<file path="src/rtl/inj_queue.sv">
// Local injection queue: core flits wait here until the router's local input port is free.
// Optional INJ_STARVE_CNT_EN adds a head-of-line starvation counter driving starve.
`ifndef DST_WIDTH
`define DST_WIDTH 4
`endif
`ifndef DST_LIST_WIDTH
`define DST_LIST_WIDTH 16
`endif
`ifndef PC_INDEX_WIDTH
`define PC_INDEX_WIDTH 3
`endif

module inj_queue #(
  parameter int DEPTH        = 4,
  parameter int PAYLOAD_W    = 32,
  parameter int STARVE_LIMIT = 15
) (
  input  logic                         clk,
  input  logic                         rst_n,
  input  logic                         inj_valid,
  input  logic [`DST_WIDTH-1:0]        inj_dst,
  input  logic [`DST_LIST_WIDTH-1:0]   inj_dstList,
  input  logic                         inj_mc,
  input  logic [PAYLOAD_W-1:0]         inj_payload,
  output logic                         inj_ready,
  input  logic                         slot_free,
  output logic                         rc_valid,
  output logic [`DST_WIDTH-1:0]        rc_dst,
  output logic [`DST_LIST_WIDTH-1:0]   rc_dstList,
  output logic                         rc_mc,
  output logic [PAYLOAD_W-1:0]         rc_payload,
  output logic [`PC_INDEX_WIDTH-1:0]   rc_indir,
  output logic [$clog2(DEPTH):0]       occupancy,
  output logic                         drop,
  output logic                         starve
);
  localparam int AW = $clog2(DEPTH);
  localparam int OW = AW + 1;

  if (DEPTH < 2 || (DEPTH & (DEPTH - 1)) != 0 || STARVE_LIMIT < 1) begin : g_bad_param
    $error("inj_queue: DEPTH must be a power of two >= 2 and STARVE_LIMIT >= 1");
  end

  typedef struct packed {
    logic [`DST_WIDTH-1:0]      dst;
    logic [`DST_LIST_WIDTH-1:0] dst_list;
    logic                       mc;
    logic [PAYLOAD_W-1:0]       payload;
  } flit_t;

  typedef enum logic [1:0] {ST_EMPTY, ST_PARTIAL, ST_FULL} state_e;

  flit_t         mem_q [DEPTH];
  logic [AW-1:0] wr_ptr_q, rd_ptr_q;
  logic [OW-1:0] occ_q, occ_d;
  state_e        state_q;
  logic          drop_q;
  logic          push, pop, is_drop, store;
  flit_t         in_flit, head;

  assign inj_ready = (occ_q < OW'(DEPTH));
  assign rc_valid  = (occ_q != '0);

  assign push    = inj_valid && inj_ready;
  assign pop     = rc_valid && slot_free;
  // Multicast with an empty destination set has nowhere to go: swallow it.
  assign is_drop = inj_mc && (inj_dstList == '0);
  assign store   = push && !is_drop;
  assign occ_d   = occ_q + OW'(store) - OW'(pop);

  assign in_flit = '{dst: inj_dst, dst_list: inj_dstList, mc: inj_mc, payload: inj_payload};
  assign head    = mem_q[rd_ptr_q];

  assign rc_dst     = head.dst;
  assign rc_dstList = head.dst_list;
  assign rc_mc      = head.mc;
  assign rc_payload = head.payload;
  assign rc_indir   = `PC_INDEX_WIDTH'(4);
  assign occupancy  = occ_q;
  assign drop       = drop_q;

  always_ff @(posedge clk or negedge rst_n) begin
    if (!rst_n) begin
      state_q  <= ST_EMPTY;
      occ_q    <= '0;
      wr_ptr_q <= '0;
      rd_ptr_q <= '0;
      drop_q   <= 1'b0;
      for (int i = 0; i < DEPTH; i++) mem_q[i] <= '0;
    end else begin
      drop_q <= push && is_drop;
      occ_q  <= occ_d;
      if (store) begin
        mem_q[wr_ptr_q] <= in_flit;
        wr_ptr_q        <= wr_ptr_q + AW'(1);
      end
      if (pop) rd_ptr_q <= rd_ptr_q + AW'(1);
      case (state_q)
        ST_EMPTY:   if (store) state_q <= ST_PARTIAL;
        ST_PARTIAL: begin
          if (store && !pop && occ_q == OW'(DEPTH - 1))   state_q <= ST_FULL;
          else if (pop && !store && occ_q == OW'(1))      state_q <= ST_EMPTY;
        end
        ST_FULL:    if (pop) state_q <= ST_PARTIAL;
        default:    state_q <= ST_EMPTY;
      endcase
    end
  end

`ifdef INJ_STARVE_CNT_EN
  localparam int CW = $clog2(STARVE_LIMIT + 1);
  logic [CW-1:0] starve_cnt_q;
  logic          starve_q;

  // starve trails the counter by one register and drops together with the pop.
  always_ff @(posedge clk or negedge rst_n) begin
    if (!rst_n) begin
      starve_cnt_q <= '0;
      starve_q     <= 1'b0;
    end else if (!rc_valid || pop) begin
      starve_cnt_q <= '0;
      starve_q     <= 1'b0;
    end else begin
      if (starve_cnt_q != CW'(STARVE_LIMIT)) starve_cnt_q <= starve_cnt_q + CW'(1);
      starve_q <= (starve_cnt_q == CW'(STARVE_LIMIT));
    end
  end

  assign starve = starve_q;
`else
  assign starve = 1'b0;
`endif

endmodule

</file>
<file path="config.mk">
export PLATFORM = sky130hd
export DESIGN_NAME = inj_queue
export DESIGN_NICKNAME = d
export VERILOG_FILES = /design/src/rtl/inj_queue.sv
export SDC_FILE = /design/constraint.sdc
export NUM_CORES = 1
export LEC_CHECK = 0
export CAP_MARGIN = 20
export CORE_ASPECT_RATIO = 0.6
export CORE_MARGIN = 8
export CORE_UTILIZATION = 31
export CTS_BUF_LIST = sky130_fd_sc_hd__clkbuf_16
export DETAILED_ROUTE_END_ITERATION = 7
export GPL_TIMING_DRIVEN = 0
export PLACE_DENSITY_LB_ADDON = 0.3
export SLEW_MARGIN = 30
export SYNTH_ARGS = -nofsm -noshare
export SYNTH_HDL_FRONTEND = slang
export SYNTH_SLANG_ARGS = --single-unit
</file>
<file path="constraint.sdc">
create_clock -name clk -period 5 [get_ports clk]
set_clock_uncertainty 0.1 [all_clocks]
set_input_delay 1 -clock clk [delete_from_list [all_inputs] [get_ports clk]]
set_output_delay 1 -clock clk [all_outputs]
set_load 0.01 [all_outputs]
</file>
==> results_dict.tcl, run 1 <==
set metrics [dict create \
    crit_start "rd_ptr_q[1]" \
    min_period_ns 4.03 \
    critPathLaunchType "flip-flop" \
    portBuffers 115 \
    holdBufCountCts 0 \
    layout_common_cells "dfrtp_1, clkdlybuf4s50_1, mux2_2" \
    postCtsSetupRepairBufs 0 \
    critPathCaptureType "primary output" \
    die_w_um 249 \
    clockRootBuffer "clkbuf_16" \
    drive_above_1_share_pct 43.2 \
    status "finished, final reports clean" \
    antenna_found_initial 0 \
    nets 782 \
    routed_wl_mm 23.3 \
    wl_per_cell_um 20.1 \
    slew_violations 0 \
    grt_pass1_vias 6026 \
    rr_startpoint "occupancy[2]" \
    synth_cell_types 35 \
    crit_chain "clkbuf_1 > buf_1 > mux4_2 > clkdlybuf4s50_1" \
    drtIter0Drc 310 \
    p_switching_w 0.00262 \
    rsz0062_at_grt "no" \
    clk-insertion-delay-late_ns 0.53 \
    required_ns 3.90 \
    overflow 0 \
    path_class "flip-flop to primary output" \
    intPower_w 0.00621 \
    vias 5419 \
    timing.critical_path.arrival_ns 2.93 \
    antenna_left 0 \
    clkTransAtPathRegs_ns 0.06 \
    hold_path_class "primary input to asynchronous set/reset pin" \
    cellPowerDensity_mw_per_mm2 703 \
    static-leakage-power_nw 5.33 \
    cap_viol_max_count 0 \
    diodes 0 \
    post_dp_cell_area_mm2 0.0118 \
    clock-sinks 220 \
    grt_usage_pct 12.2 \
    syn2layout_area_growth_pct 24.7 \
    layout_commonest_cell "dfrtp_1" \
    ff2ff_setup_slack_ns 2.50 \
    grt_pass1_wl_mm 37.5 \
    clock.fmax_ghz 0.248 \
    initial_core_util_pct 31.2 \
    hold_viol_final 0 \
    path_max_fanout 10 \
    avgSynthCellArea_um2 17.5 \
    p_sw_share_pct 29.6 \
    crit_path_top_delay_cell "buf_1" \
    dpl.hpwl_mm 15.8 \
    gp_congestion 0.724 \
    post-route-util_pct 39.0 \
    syn_area_mm2 0.0101 \
    place_ws_ns 0.490 \
    worstMarginPinSlew_ns 0.873 \
    grt_max_degree 82 \
    rr_worst_depth 6 \
    firstDrtPassIters 4 \
    vdd.ir_drop.worst_mv 0.250 \
    die_y_um 156 \
    yosysWarningCount 0 \
    finalWorstSetupSlack_ns 0.965 \
    synth_seq_cells 220 \
    setup_viol 0 \
    ios 120 \
    seq_area_frac_synth_pct 54.7 \
    layout_worst_path_cycle_share_pct 80.7 \
    p_comb_share_pct 45.4 \
    r2r-end "mem_q[3]" \
    slew_headroom_pct 41.4 \
    h-tree-depth 1 \
    via_per_inst 4.68 \
    synthCells 574 \
    cts_buffer_depth 3 \
    coreArea_mm2 0.0322 \
    pwr-share-clk_pct 19.2 \
    cts_inserted_buffers 23 \
    die-area_mm2 0.0387 \
    pwr-share-seq_pct 35.4 \
    fin_area_mm2 0.0126 \
    placementRows 51 \
    drc 0 \
    cts-resized-gates 0 \
    slowest_delay_ns 0.63 \
    holdWs_ns 0.344 \
    cts_tree "built" \
]
## layer usage
| metal | GRT usage [%] | share of wire (%) |
|---|---|---|
| met1 | 18.0 | 50 |
| met2 | 17.8 | 43 |
| met3 | 3.39 | 4.8 |
| met4 | 2.15 | 1.7 |
| met5 | 0 | 0 |
## worst max path at each step
stage / to
floorplan: occupancy[2]
global placement: mem_q[113]
detailed placement: occupancy[2]
CTS: rc_dstList[8]
global route: rc_payload[7]
finish: rc_payload[16]
## per-stage QoR
stage / cells / power (W) / TNS [ns]
after global routing: 1158 / 0.00940 / 0
final: 1158 / 0.00883 / 0
after detailed placement: 1117 / 0.00723 / 0
after global placement: 1115 / 0.00719 / -1518.29
after floorplan: 576 / 0.00562 / 0
after CTS: 1158 / 0.00901 / 0
## cell families (layout without fill, tap and decap cells)
kind of cell	count (synthesis)	in the layout	share of synthesized area [%]
DFF	220	220	54.7
muxes	234	234	35.1
buffers and inverters	46	204	3.81
xor gates and xnor gates	5	5	0.435
and+or+nand+nor	19	19	1.23
AOI/OAI and AO/OA	41	41	3.75
other	2	4	0.0746
adders and majority gates	7	7	0.944
## registers in the layout, summed over array words and instances (netlist names)
signal / cells
drop: 1
mem_q: 212
occupancy: 3
rd_ptr_q: 2
wr_ptr_q: 2
## Yosys cell counts, drive strengths merged
cell	number	share of area, %
a21boi	4	0.60
a22o	32	2.8
and2	5	0.31
and3	3	0.20
buf	35	3.4
clkbuf	5	0.19
conb	2	0.075
dfrtp	220	55
fa	1	0.20
ha	6	0.75
inv	6	0.22
mux2	181	23
mux4	53	12
nand2	1	0.037
nand3	2	0.099
nor2	3	0.11
nor2b	1	0.087
nor3	1	0.050
nor4	1	0.12
nor4b	1	0.15
o21ai	5	0.32
or3	1	0.062
xnor2	4	0.35
xor2	1	0.087
## critical path: cells and delay by family, from the launching register on
| kind | cells | cell delay, ns |
|---|---|---|
| multiplexers | 1 | 0.43 |
| flip-flops | 1 | 0.33 |
| buffers and inverters | 3 | 1.66 |
## power by group through the flow
stage                     logic (W)  clock network [W]  registers (W)
final                       0.00401            0.00170        0.00313
after CTS                   0.00411            0.00178        0.00312
after detailed placement    0.00411                  0        0.00313
after global routing        0.00431            0.00185        0.00323
after global placement      0.00404                  0        0.00315
after floorplan             0.00262                  0        0.00300
## cell type report
type | count | area (um^2)
clock buffers | 23 | 576
repair buffers | 117 | 1210
flip-flops and latches | 220 | 5510
clock inverters | 18 | 159
inverters | 6 | 22.5
multi-input cells | 310 | 4190
fillers | 2950 | 19700
plain buffers | 40 | 362
well taps | 424 | 531
No activity file was read; power rests on OpenSTA's default activity.
==> run 2, diff against run 1 <==
clock period = 3.8 ns   (was 5 ns; I/O delays follow)
==> run 2 against run 1 <==
Compared with the run above:
- clock power increased by 32%
- utilization about the same
- register-to-register slack got worse by 1.2 ns
- critical path depth unchanged
- sequential cell count unchanged
- design area about the same
- clock-buffer cell count stayed put
- first-iteration DRC count is 2.3% higher
- global-route usage about the same
- largest power group unchanged
==> results_dict.tcl, run 2 (same netlist as run 1, synthesis figures left out) <==
set metrics [dict create \
    status "finished, final reports clean" \
    vdd.ir_drop.worst_mv 0.329 \
    grt_pass1_vias 6021 \
    drc 0 \
    syn2layout_area_growth_pct 24.7 \
    grt_pass1_wl_mm 37.5 \
    clkTransAtPathRegs_ns 0.06 \
    die-area_mm2 0.0387 \
    path_class "flip-flop to primary output" \
    slew_headroom_pct 40.8 \
    cts_buffer_depth 3 \
    finalSetupTns_ns 0 \
    cts_inserted_buffers 23 \
    via_per_inst 4.68 \
    holdBufCountCts 0 \
    postCtsSetupRepairBufs 0 \
    post-route-util_pct 39.0 \
    routed_wl_mm 23.3 \
    cap_viol_max_count 0 \
    clockRootBuffer "clkbuf_16" \
    hold_path_class "primary input to asynchronous set/reset pin" \
    drive_above_1_share_pct 43.9 \
    required_ns 2.94 \
    rr_startpoint "occupancy[2]" \
    ff2ff_setup_slack_ns 1.29 \
    min_period_ns 3.59 \
    critPathLaunchType "flip-flop" \
    die_y_um 156 \
    top_register "mem_q" \
    firstDrtPassIters 4 \
    drtIter0Drc 317 \
    dpl.hpwl_mm 15.8 \
    placementRows 51 \
    setup_viol 0 \
    nets 782 \
    layout_common_cells "dfrtp_1, clkdlybuf4s50_1, mux2_2" \
    layout_commonest_cell "dfrtp_1" \
    vias 5418 \
    rsz0062_at_grt "no" \
    grt_usage_pct 12.2 \
    clk-insertion-delay-late_ns 0.53 \
    slew_violations 0 \
    clock.fmax_ghz 0.279 \
    gp_congestion 0.724 \
    static-leakage-power_nw 5.34 \
    ios 120 \
    wl_per_cell_um 20.1 \
    cellPowerDensity_mw_per_mm2 925 \
    rr_worst_depth 6 \
    h-tree-depth 1 \
    cts_tree "built" \
    diodes 0 \
    layout_worst_path_cycle_share_pct 94.4 \
    overflow 0 \
    grt_max_degree 82 \
    worstMarginPinSlew_ns 0.882 \
    coreArea_mm2 0.0322 \
    timing.critical_path.arrival_ns 2.73 \
    clock-sinks 220 \
    critPathCaptureType "primary output" \
    portBuffers 115 \
    path_max_fanout 10 \
    largest_register_ffs 212 \
    antenna_left 0 \
    hold_viol_final 0 \
    initial_core_util_pct 31.2 \
    r2r-end "mem_q[3]" \
    die_w_um 249 \
    antenna_found_initial 0 \
]
[run 2: cell counts in the layout (fill, tap and decap cells not counted)]
Identical to the previous run, type by type.
[run 2: area by class of cell]
type / count / area [um^2]
Fill cell: 2949 / 19700
Inverter: 6 / 22.5
Timing Repair Buffer: 117 / 1210
Clock buffer: 23 / 576
Tap cell: 424 / 531
Sequential cell: 220 / 5510
Buffer: 40 / 368
Clock inverter: 18 / 159
Multi-Input combinational cell: 310 / 4190
[run 2: per-stage QoR]
step / hold WS (ns) / std cells / setup slack [ns] / area, um^2 / total power [W]
final: 0.104 / 1158 / 0.211 / 12600 / 0.0116
after global routing: 0.117 / 1158 / 0.0200 / 12600 / 0.0124
after CTS: 0.0957 / 1158 / 0.0698 / 12600 / 0.0119
after detailed placement: 0.375 / 1117 / -0.470 / 11800 / 0.00951
after global placement: 0.372 / 1115 / -7.89 / 11800 / 0.00947
after floorplan: 0.353 / 576 / 0.862 / 10100 / 0.00740
[run 2: what timing repair did]
item	CTS	global route
endpoints found under the setup margin	49	1
resized for setup	5	1
cloned	0	0
[run 2: where the power goes]
part	leakage (nW)	switching (W)	internal [W]
Combinational	2.31	0.00191	0.00336
Clock	0.381	0.000934	0.00130
Sequential	2.66	0.000596	0.00352
[run 2: worst max path at each step]
stage / cells after the start / from / slack, ns / end
6_report: 4 / rd_ptr_q[0] / 0.21 / rc_payload[28]
5_1_grt: 4 / rd_ptr_q[0] / 0.02 / rc_payload[28]
4_1_cts: 4 / rd_ptr_q[0] / 0.07 / rc_payload[23]
3_5_place_dp: 11 / inj_dstList[8] / -0.47 / occupancy[2]
3_3_place_gp: 1 / rst_n / -7.89 / mem_q[113]
2_1_floorplan: 10 / inj_dstList[4] / 0.86 / occupancy[2]
[run 2: critical path, cell delays in order (launching register included)]
cell,delay (ns)
dfrtp_1,0.32
buf_2,0.32
buf_2,0.43
mux4_2,0.61
clkdlybuf4s50_1,0.51
[run 2: per-layer routing]
| metal | up-vias | global-route usage (%) | share of wire, % |
|---|---|---|---|
| li1 | 2428 | - | - |
| met1 | 2864 | 18.1 | 51 |
| met2 | 100 | 17.8 | 43 |
| met3 | 26 | 3.39 | 4.7 |
| met4 | 0 | 2.15 | 1.7 |
| met5 | - | 0 | 0 |
==> run 3, diff against run 2 <==
DONT_BUFFER_PORTS = 1   (was unset)
==> run 3 against run 2 <==
Compared with the run above:
- the run now ends with hold timing left
- highest routed layer unchanged
- register-to-register slack worse by 0.10 ns
- final cell count down 10%
- sequential share of layout area up 4.7 points
- critical endpoint is now rc_payload[7]
==> results_dict.tcl, run 3 (same netlist as run 1, synthesis figures left out) <==
set metrics [dict create \
    status "finished, violations left" \
    violations "hold timing" \
    holdWs_ns -0.159 \
    min_period_ns 3.44 \
    portBuffers 0 \
    hold_viol_final 220 \
    wl_per_cell_um 23.6 \
    cts_tree "built" \
    timing.critical_path.arrival_ns 2.58 \
    fin_area_mm2 0.0113 \
    place_inst 1000 \
    cts-resized-gates 0 \
    clockRootBuffer "clkbuf_16" \
    dpl.hpwl_mm 16.6 \
    overflow 0 \
    cp_top_family "buffers and inverters" \
    grt_usage_pct 12.7 \
    static-leakage-power_nw 4.85 \
    cts_buffer_depth 3 \
    grt_pass1_wl_mm 38.3 \
    antenna_left 0 \
    crit_chain "clkbuf_1 > clkbuf_1 > mux4_2" \
    slowest_delay_ns 0.69 \
    cts_inserted_buffers 23 \
    die_w_um 249 \
    post_dp_cell_area_mm2 0.0106 \
    grt_max_degree 221 \
    clock-sinks 220 \
    cellPowerDensity_mw_per_mm2 928 \
    clk-insertion-delay-late_ns 0.51 \
    ios 120 \
    gp_congestion 0.751 \
    required_ns 2.94 \
    syn2layout_area_growth_pct 12.5 \
    drc 0 \
    antenna_found_initial 0 \
    drtIter0Drc 306 \
    slew_violations 0 \
    crit_start "rd_ptr_q[1]" \
    drive_above_1_share_pct 50.8 \
    nets 665 \
    path_max_fanout 10 \
    vdd.ir_drop.worst_mv 0.321 \
    cap_viol_max_count 0 \
    setup_viol 0 \
    largest_register_ffs 212 \
    cp_common_cell "clkbuf_1" \
    crit_buf_inv 2 \
    routed_wl_mm 24.6 \
    path_class "flip-flop to primary output" \
    clkTransAtPathRegs_ns 0.06 \
    vias 5224 \
    hold_path_class "primary input to asynchronous set/reset pin" \
    critPathCaptureType "primary output" \
    worstMarginPinSlew_ns 0.860 \
    die_y_um 156 \
    rsz0062_at_grt "no" \
    placementRows 51 \
    coreArea_mm2 0.0322 \
    critPathLaunchType "flip-flop" \
    via_per_inst 5.01 \
    layout_worst_path_cycle_share_pct 90.6 \
    crit_path_top_delay_cell "clkbuf_1" \
    fin_cells 1042 \
    top_register "mem_q" \
    finalSetupTns_ns 0 \
    layout_common_cells "dfrtp_1, mux2_2, mux2_4" \
    diodes 0 \
    h-tree-depth 1 \
    initial_core_util_pct 31.2 \
    rr_startpoint "occupancy[2]" \
    die-area_mm2 0.0387 \
    layout_commonest_cell "dfrtp_1" \
    postCtsSetupRepairBufs 0 \
    grt_pass1_vias 5874 \
    clock.fmax_ghz 0.290 \
    firstDrtPassIters 4 \
    slew_headroom_pct 42.3 \
]
[run 3: worst reg2reg max path, stage by stage (launching register included)]
cell and delay (ns):
dfrtp_1 0.49, or3_1 0.49, and2_1 0.24, ha_1 0.30, inv_1 0.06, ha_1 0.13
inv_1 0.05, fa_1 0.37, xnor2_1 0.14, xnor2_1 0.13
[run 3: final timing paths]
check                                      to  slack, ns  cells past startpoint
worst max register to register   occupancy[2]       1.19                      9
worst max-delay path            rc_payload[7]       0.36                      3
min in group clk                   mem_q[184]       0.28                      1
worst min register to register       mem_q[0]       0.40                      1
max in group asynchronous           mem_q[95]       3.23                      0
worst min-delay path               mem_q[194]      -0.16                      0
[run 3: area by class of cell]
class,instances,area (um^2)
multi-input cells,310,4190
plain buffers,40,362
inverters,6,22.5
flip-flops and latches,220,5510
clock inverters,19,149
well taps,424,531
fillers,2974,20900
clock buffers,23,576
[run 3: per-layer routing]
layer  vias to the layer above  share of wire (%)  global-route usage (%)
li1                       2206                  -                       -
met1                      2849                 44                    17.0
met2                       140                 47                    19.9
met3                        29                7.0                    4.08
met4                         0                2.1                    2.79
met5                         -                  0                       0
[run 3: per-stage QoR]
stage / util (%) / hold slack [ns] / power [W] / setup slack (ns)
floorplan: - / 0.353 / 0.00740 / 0.862
global placement: 32.9 / 0.363 / 0.00820 / 0.277
detailed placement: 32.9 / 0.374 / 0.00846 / 0.281
CTS: 35.2 / -0.200 / 0.0107 / 0.226
global route: 35.2 / -0.192 / 0.0112 / 0.144
finish: 35.2 / -0.159 / 0.0105 / 0.356
[run 3: report_power, final]
part           leakage [nW]  internal (W)  total, W  switching (W)
registers              2.66       0.00352   0.00416       0.000643
clock network         0.377       0.00124   0.00219       0.000942
logic                  1.82       0.00239   0.00417        0.00178
total                  4.85       0.00715    0.0105        0.00336
